<file path="config.mk">
export PLATFORM = sky130hd
export DESIGN_NAME = pipe_ctrl
export DESIGN_NICKNAME = d
export VERILOG_FILES = /design/src/rtl/pipe_ctrl.sv
export SDC_FILE = /design/constraint.sdc
export NUM_CORES = 1
export LEC_CHECK = 0
export CORE_ASPECT_RATIO = 1.1
export CORE_MARGIN = 2
export CORE_UTILIZATION = 45
export CTS_BUF_LIST = sky130_fd_sc_hd__clkbuf_2 sky130_fd_sc_hd__clkbuf_4 sky130_fd_sc_hd__clkbuf_8
export DETAILED_ROUTE_END_ITERATION = 7
export PLACE_DENSITY = 0.86
export SLEW_MARGIN = 0
export SYNTH_ARGS = -nofsm -noshare
export SYNTH_HDL_FRONTEND = slang
export SYNTH_SLANG_ARGS = --single-unit
export TNS_END_PERCENT = 100
</file>
<file path="constraint.sdc">
create_clock -name clk -period 2 [get_ports clk]
set_input_delay 0.3 -clock clk [delete_from_list [all_inputs] [get_ports clk]]
set_output_delay 0.3 -clock clk [all_outputs]
set_load 0.03 [all_outputs]
</file>
<file path="src/rtl/pipe_ctrl.sv">
// rtl/pipe_ctrl.sv - pipeline stall/flush controller with held-redirect replay
//
// Purpose: merges the external memory stall, hazard-unit stall/flush requests
// and execute-stage redirects into per-stage stall/flush enables for N_STAGES
// pipeline registers. A redirect that arrives while fetch is frozen is held
// and replayed on release. External-stall cycles are counted (saturating).
//
// Ports:
//   clk              clock, all state on rising edge
//   reset            asynchronous active-low reset
//   ext_stall        memory-not-ready stall request
//   haz_stall        hazard stall request per stage
//   haz_flush        hazard flush request per stage
//   redirect_valid   taken branch/jump resolved in execute
//   redirect_pc      redirect target
//   cnt_clear        synchronous clear of stall_cnt
//   stage_stall      hold enable per pipeline register
//   stage_flush      clear-to-bubble per pipeline register
//   pc_sel_redirect  next PC = pc_redirect this cycle
//   pc_redirect      redirect target to fetch mux
//   redirect_pending a held redirect awaits replay
//   stall_cnt        ext_stall cycle counter, saturating
module pipe_ctrl #(
  parameter int N_STAGES     = 5,
  parameter int XLEN         = 32,
  parameter int FRONT_STAGES = 2,
  parameter int REDIRECT_STG = 2,
  parameter int DRAIN_MODE   = 1,
  parameter int CNT_W        = 16
) (
  input  logic                clk,
  input  logic                reset,
  input  logic                ext_stall,
  input  logic [N_STAGES-1:0] haz_stall,
  input  logic [N_STAGES-1:0] haz_flush,
  input  logic                redirect_valid,
  input  logic [XLEN-1:0]     redirect_pc,
  input  logic                cnt_clear,
  output logic [N_STAGES-1:0] stage_stall,
  output logic [N_STAGES-1:0] stage_flush,
  output logic                pc_sel_redirect,
  output logic [XLEN-1:0]     pc_redirect,
  output logic                redirect_pending,
  output logic [CNT_W-1:0]    stall_cnt
);

  typedef enum logic {IDLE, HOLD} state_t;

  state_t              state, state_nxt;
  logic [XLEN-1:0]     hold_pc, hold_pc_nxt;
  logic [N_STAGES-1:0] req, stall_raw, flush_base, flush_final;
  logic                fetch_stalled;
  logic                replay;
  logic                sel;
  logic [XLEN-1:0]     sel_pc;

  // Per-stage stall requests; in drain mode ext_stall only freezes the front end.
  always_comb begin
    req = '0;
    for (int k = 0; k < N_STAGES; k++) begin
      req[k] = haz_stall[k] | (ext_stall & ((DRAIN_MODE == 0) | (k < FRONT_STAGES)));
    end
  end

  // A stall propagates upstream: stage k holds if any stage at or after k holds.
  always_comb begin
    stall_raw = '0;
    stall_raw[N_STAGES-1] = req[N_STAGES-1];
    for (int k = N_STAGES - 2; k >= 0; k--) begin
      stall_raw[k] = req[k] | stall_raw[k+1];
    end
  end

  // Bubble at the stall boundary, live-redirect flushes, hazard flushes.
  always_comb begin
    flush_base = haz_flush;
    for (int k = 0; k < N_STAGES - 1; k++) begin
      if (stall_raw[k] && !stall_raw[k+1]) flush_base[k+1] = 1'b1;
    end
    for (int k = 1; k < N_STAGES; k++) begin
      if (redirect_valid && (k <= REDIRECT_STG)) flush_base[k] = 1'b1;
    end
  end

  // Stage 0 can only be flushed by the hazard unit, so this is loop-free.
  assign fetch_stalled = stall_raw[0] & ~flush_base[0];

  // Redirect FSM: next-state, hold register update and PC-select outputs.
  always_comb begin
    state_nxt   = state;
    hold_pc_nxt = hold_pc;
    sel         = 1'b0;
    sel_pc      = '0;
    replay      = 1'b0;
    case (state)
      IDLE: begin
        if (redirect_valid) begin
          if (!fetch_stalled) begin
            sel    = 1'b1;
            sel_pc = redirect_pc;
          end else begin
            state_nxt   = HOLD;
            hold_pc_nxt = redirect_pc;
          end
        end
      end
      HOLD: begin
        if (!fetch_stalled) begin
          // A newer live redirect supersedes the held target.
          replay    = 1'b1;
          sel       = 1'b1;
          sel_pc    = redirect_valid ? redirect_pc : hold_pc;
          state_nxt = IDLE;
        end else if (redirect_valid) begin
          hold_pc_nxt = redirect_pc;
        end
      end
      default: state_nxt = IDLE;
    endcase
  end

  // The replay kills the wrong-path instruction fetched while frozen.
  always_comb begin
    flush_final    = flush_base;
    flush_final[1] = flush_base[1] | replay;
  end

  always_ff @(posedge clk or negedge reset) begin
    if (!reset) begin
      state   <= IDLE;
      hold_pc <= '0;
    end else begin
      state   <= state_nxt;
      hold_pc <= hold_pc_nxt;
    end
  end

  always_ff @(posedge clk or negedge reset) begin
    if (!reset) begin
      stall_cnt <= '0;
    end else if (cnt_clear) begin
      stall_cnt <= '0;
    end else if (ext_stall && !(&stall_cnt)) begin
      stall_cnt <= stall_cnt + CNT_W'(1);
    end
  end

  // Combinational outputs are forced low while reset is asserted.
  assign stage_flush      = reset ? flush_final : '0;
  assign stage_stall      = reset ? (stall_raw & ~flush_final) : '0;
  assign pc_sel_redirect  = reset & sel;
  assign pc_redirect      = reset ? sel_pc : '0;
  assign redirect_pending = (state == HOLD);

endmodule
</file>
; ---- Word-level counts from Yosys, hierarchy flattened
; Cells that the tools add are included.
[classes]
eq_ne = 3
n_bitwise = 13
add_sub_neg = 1
multipliers = 0
n_lt_le_gt_ge = 0
reduce_logical = 13
n_div = 0
n_mux = 27
n_shift = 0
[ops]
columns = cell, n
row1 = 32-bit 2-to-1 mux, 8
row2 = 32-bit case mux with 2 select lines, 2
row3 = 16-bit 2-to-1 mux, 2
row4 = 16-bit by 1-bit adder with 16-bit output (second input constant), 1
row5 = 16-bit AND reduction, 1
row6 = 1-bit 2-to-1 mux, 11
row7 = 5-bit 2-to-1 mux, 2
row8 = 1-bit bitwise OR, 7
row9 = 5-bit AND, 1
row10 = 1-bit logical AND, 5
row11 = 1-bit logical NOT, 5
row12 = 5-bit NOT, 1
row13 = 2-bit != test (second input constant), 2
row14 = 1-bit case mux with 2 select lines, 2
row15 = 3-bit AND reduction, 1
row16 = 1-bit AND, 2
row17 = 2-bit by 1-bit != test with 1-bit output (second input constant), 1
row18 = 1-bit NOT, 2
row19 = 2-bit nonzero test, 1
[totals]
ff_bits = 49
ramBits = 0
n_memories = 0
wordCells = 60
input_bits = 47
out_inout_bits = 60
latchBits = 0
mem_bits_ro = 0

; ---- Longest topological paths before layout
[logic_depth]
ltp_word = 11
ltp_mapped = 6
mapped_depth_nobuf = 5

; ---- Least setup slack after synthesis
; OpenSTA, ideal clock, no wires.
[synth_path]
path_kind = input port to output port
start = input haz_stall[3]
end = output pc_redirect[22]
required_ns = 1.700
path_buffers = 1
path_stages = 5
t_arrival_ns = 1.967
path_slack_ns = -0.267
cell_sequence = or3_4 o41ai_4 nand3b_1 buf_2 a21oi_1
[synth_between]
elab_chain_len = 9
word_cells_on_any_way = 10
classes_between = 5 x mux / 5 x bitwise
[synth_rtl]
columns = item, line_no
row1 = start: declaration, 34  ; input logic [N_STAGES-1:0] haz_stall,
row2 = 1-bit bitwise OR * (4 in series), 70  ; stall_raw[k] = req[k] | stall_raw[k+1];
row3 = 1-bit AND *, 86  ; assign fetch_stalled = stall_raw[0] & ~flush_base[0];
row4 = 32-bit 2-to-1 mux, 98  ; if (!fetch_stalled) begin
row5 = 32-bit 2-to-1 mux, 97  ; if (redirect_valid) begin
row6 = 32-bit case mux with 2 select lines *, 95  ; case (state)
row7 = 32-bit 2-to-1 mux *, 152  ; assign pc_redirect = reset ? sel_pc : '0;
row8 = end: declaration, 42  ; output logic [XLEN-1:0] pc_redirect,
; Mark *: on every way between the ends. The rest lies on a longest branch, timed or not.

; ---- Worst setup path in the final report
[layout_path]
start = input haz_stall[3]
end = output pc_redirect[4]
; The elaborated chain is that of the path after synthesis.

==> key figures <==
Clock tree
  – CTS root buffer: clkbuf_8
  – CTS Buf Count: 5
  – Worst skew pair latency: around 0.30 ns
  – CTS Sinks: 49
  – Clock Path Buffers: 2
  – TritonCTS clock tree: yes
  – H-tree levels: 2
  – CTS clock-pin slew for the worst setup and hold paths: 0.09 ns

Floorplanning
  – Starting Density: 46.42%
  – Row count: 29
  – Core Footprint: approximately 5700 µm²
  – Die Ht: 84.66 µm
  – Die width: 77.33 µm
  – Boundary Pins: 107
  – Die ar.: between 6000 and 7000 µm²

Timing
  – Final Critical Period: ~2.1 ns
  – Slew Limit Headroom: 64.60%
  – Clock skew: slightly below 0.006 ns
  – Final worst slack: -0.1146 ns
  – RSZ-0062 raised after global routing: yes
  – F_max: between 400 and 500 MHz
  – Slew @ Worst Pin: roughly 0.53 ns
  – Setup violators final: 34
  – Final count of pins violating max slew: 0
  – Final hold vios: 0
  – Period utilization: 105.7%

Synthesis
  – Synth Register Bits: 49
  – Leading area contributor after synthesis: dfrtp_1
  – Yosys warns: 0
  – Gate Count Post-Synth: roughly 310
  – Top cells by area in the synthesized netlist: dfrtp_1, o2bb2ai_1, nand2_1
  – Post-synth ARST share: 100.0%
  – Synth cell types: 39
  – Post-Syn Area: roughly 2700 µm²
  – Post-synth EDFFs: 0
  – Most common cell in the netlist: nand2_1
  – Synth cell count leaders: nand2_1, dfrtp_1, a21oi_1
  – Synthesized Nets: 353
  – Synth Flop Type: dfrtp_1
  – Register area share after synthesis: 46.07%
  – Top-area cell type share of the netlist area: between 40% and 50%
  – Mean Syn Cell Area: 8.726 µm²

Worst setup path
  – Critical R2R Capture: stall_cnt[14]
  – Critical path capture point type: output port
  – CP max-delay cell: or3_4
  – CP max stage delay: a little under 0.4 ns
  – Worst EP arrival: roughly 1.8 ns
  – CP cell instances: buf_6, or3_4, o41ai_4, nand3b_1, buf_8, buf_16, a21oi_4, buf_6
  – R2R setup slack: roughly 0.12 ns
  – CP most frequent cell: buf_6
  – Worst path required time: 1.70 ns
  – R2R depth: 5
  – Critical Path Source: haz_stall[3]
  – CP Launch Type: primary input
  – Crit Reg-Reg Startpoint: stall_cnt[1]
  – Critical path type: in2out
  – Crit-path max FO: 8

Global route
  – First-pass GRT wire length: ~15000 µm
  – Vias in the first global route: slightly above 3000
  – GRT Total Usage: just under 30%
  – Gr ovfl total: 0
  – Initial antenna violation count: 0
  – Largest net degree at the start of global routing: 35

Cells and area
  – Core Util, Final: between 80% and 90%
  – # diodes: 0
  – Share of layout cells above drive strength 1: between 30% and 40%
  – FF/Latch Area: between 1000 and 1500 µm²
  – Fill count: approximately 350
  – Post-route cell area: about 4700 µm²
  – Footprint of the multi-input gates: 1728 µm²
  – Final #Nets: between 400 and 500
  – Area Growth Syn to Fin: 76.35%

Power and ir drop
  – NetSw: ~0.00079 W
  – Clock power share: about 29%
  – Sequential power share: between 40% and 50%
  – Peak supply drop: 0.4293 mV
  – Int Pwr: 0.001832 W
  – Switch share: between 30% and 40%
  – Power density over cell area: about 560 nW/µm²
  – Leakage: approximately 1.9 nW
  – Combinational Power Share: 27.8%

Routing
  – Via density: about 5.8
  – DRC: 0
  – Pre-antenna DRT Iters: 4
  – Routed length per instance: roughly 18 µm
  – Via Count: 3006
  – DRT antenna net count: 0
  – 1st-iter DRT viols: roughly 120
  – WL final: 9262 µm

Run status
  – Failing checks: negative setup slack
  – Run status: complete, but fails checks

Placed design
  – GP Congestion: ~0.9
  – Dpl cell area: 4224 µm²
  – DPL Wire Length: between 6000 and 7000 µm
  – Port bufs: 106

Flow run
  – Max Cap Viol: 0

Hold path
  – Min-delay worst type: in2async
-- area by class of cell --
type                    count  area share [%]
multi-input cells         227           36.82
repair buffers            145           31.62
flip-flops and latches     49           26.18
well taps                  77           2.053
clock buffers               7           1.919
inverters                   9          0.7731
clock inverters             1          0.6398
-- stage by stage --
step | setup TNS (ns) | setup slack (ns) | total power (W) | std cells | hold slack (ns)
finish | -3.077 | -0.1146 | 0.002623 | 515 | 0.01452
detailed placement | -30.57 | -0.5127 | 0.001801 | 501 | 0.3342
floorplan | -2.916 | -0.1163 | 0.001514 | 305 | 0.004409
global placement | -27.62 | -0.4317 | 0.001776 | 501 | 0.3229
CTS | -4.083 | -0.1399 | 0.002610 | 515 | 0.001420
global route | -4.655 | -0.1611 | 0.002723 | 515 | 0.02510
-- cells by family after synthesis --
logic type / synth area share, %
adders and majority gates: 0.4701
DFF: 46.07
buffers and inverters: 4.795
and+or+nand+nor: 22.05
muxes: 0.7992
AOI/OAI and AO/OA: 25.81
-- per-layer routing --
layer,vias to the layer above,global-route usage [%],wire length (µm)
met2,114,52.33,4903
met1,1492,35.11,3641
met5,-,0,0
li1,1382,-,-
met3,18,5.591,493
met4,0,10.55,225
-- how the worst max path moves through the flow --
stage / endpoint / depth (start not counted) / slack, ns
final: pc_redirect[4] / 8 / -0.11
after global routing: pc_redirect[25] / 8 / -0.16
after CTS: pc_redirect[10] / 8 / -0.14
after detailed placement: hold_pc[23] / 8 / -0.51
after global placement: stage_stall[0] / 6 / -0.43
after floorplan: pc_redirect[0] / 4 / -0.12
-- critical path: cells and delay by family --
kind | cells | cell delay [ns]
AO/OA/AOI/OAI | 2 | 0.37
buffers and inverters | 4 | 0.59
AND/OR/NAND/NOR | 2 | 0.54
-- repair_timing --
item,in CTS,in global routing
pin swaps,4,3
endpoints found under the setup margin,70,61
resized for setup,69,9
buffers inserted,2,0
hold buffers,0,0
hold endpoints to repair,0,0
gates cloned,4,0
-- layout by cell type, fill, tap and decap left out, drive strengths merged, types with 2 or more instances in the layout --
| cell type | synthesis | layout |
|---|---|---|
| dlygate4sd2 | 0 | 3 |
| nand4 | 7 | 7 |
| clkdlybuf4s50 | 0 | 56 |
| o2bb2ai | 32 | 32 |
| nor4 | 3 | 3 |
| a21oi | 47 | 47 |
| clkbuf | 10 | 7 |
| inv | 8 | 8 |
| buf | 10 | 84 |
| o21bai | 2 | 2 |
| o21ai | 8 | 8 |
| or2 | 2 | 2 |
| nand3 | 3 | 3 |
| nor2b | 2 | 2 |
| or4 | 6 | 6 |
| nor3 | 6 | 6 |
| o31ai | 6 | 6 |
| dfrtp | 49 | 49 |
| nor2 | 9 | 9 |
| and4 | 2 | 2 |
| or3 | 8 | 8 |
| nand2 | 72 | 72 |
-- power groups by stage --
stage	clock network (W)	logic, W	registers, W
after detailed placement	0	0.000651	0.00115
after global routing	0.000801	0.000772	0.00115
after global placement	0	0.000627	0.00115
after CTS	0.000759	0.000715	0.00114
after floorplan	0	0.000366	0.00115
final	0.000753	0.000729	0.00114
-- flip-flops by register name, summed over array words and instances (netlist names) --
name	count
hold_pc	32
stall_cnt	16
redirect_pending	1
No activity file was read; power rests on OpenSTA's default activity.
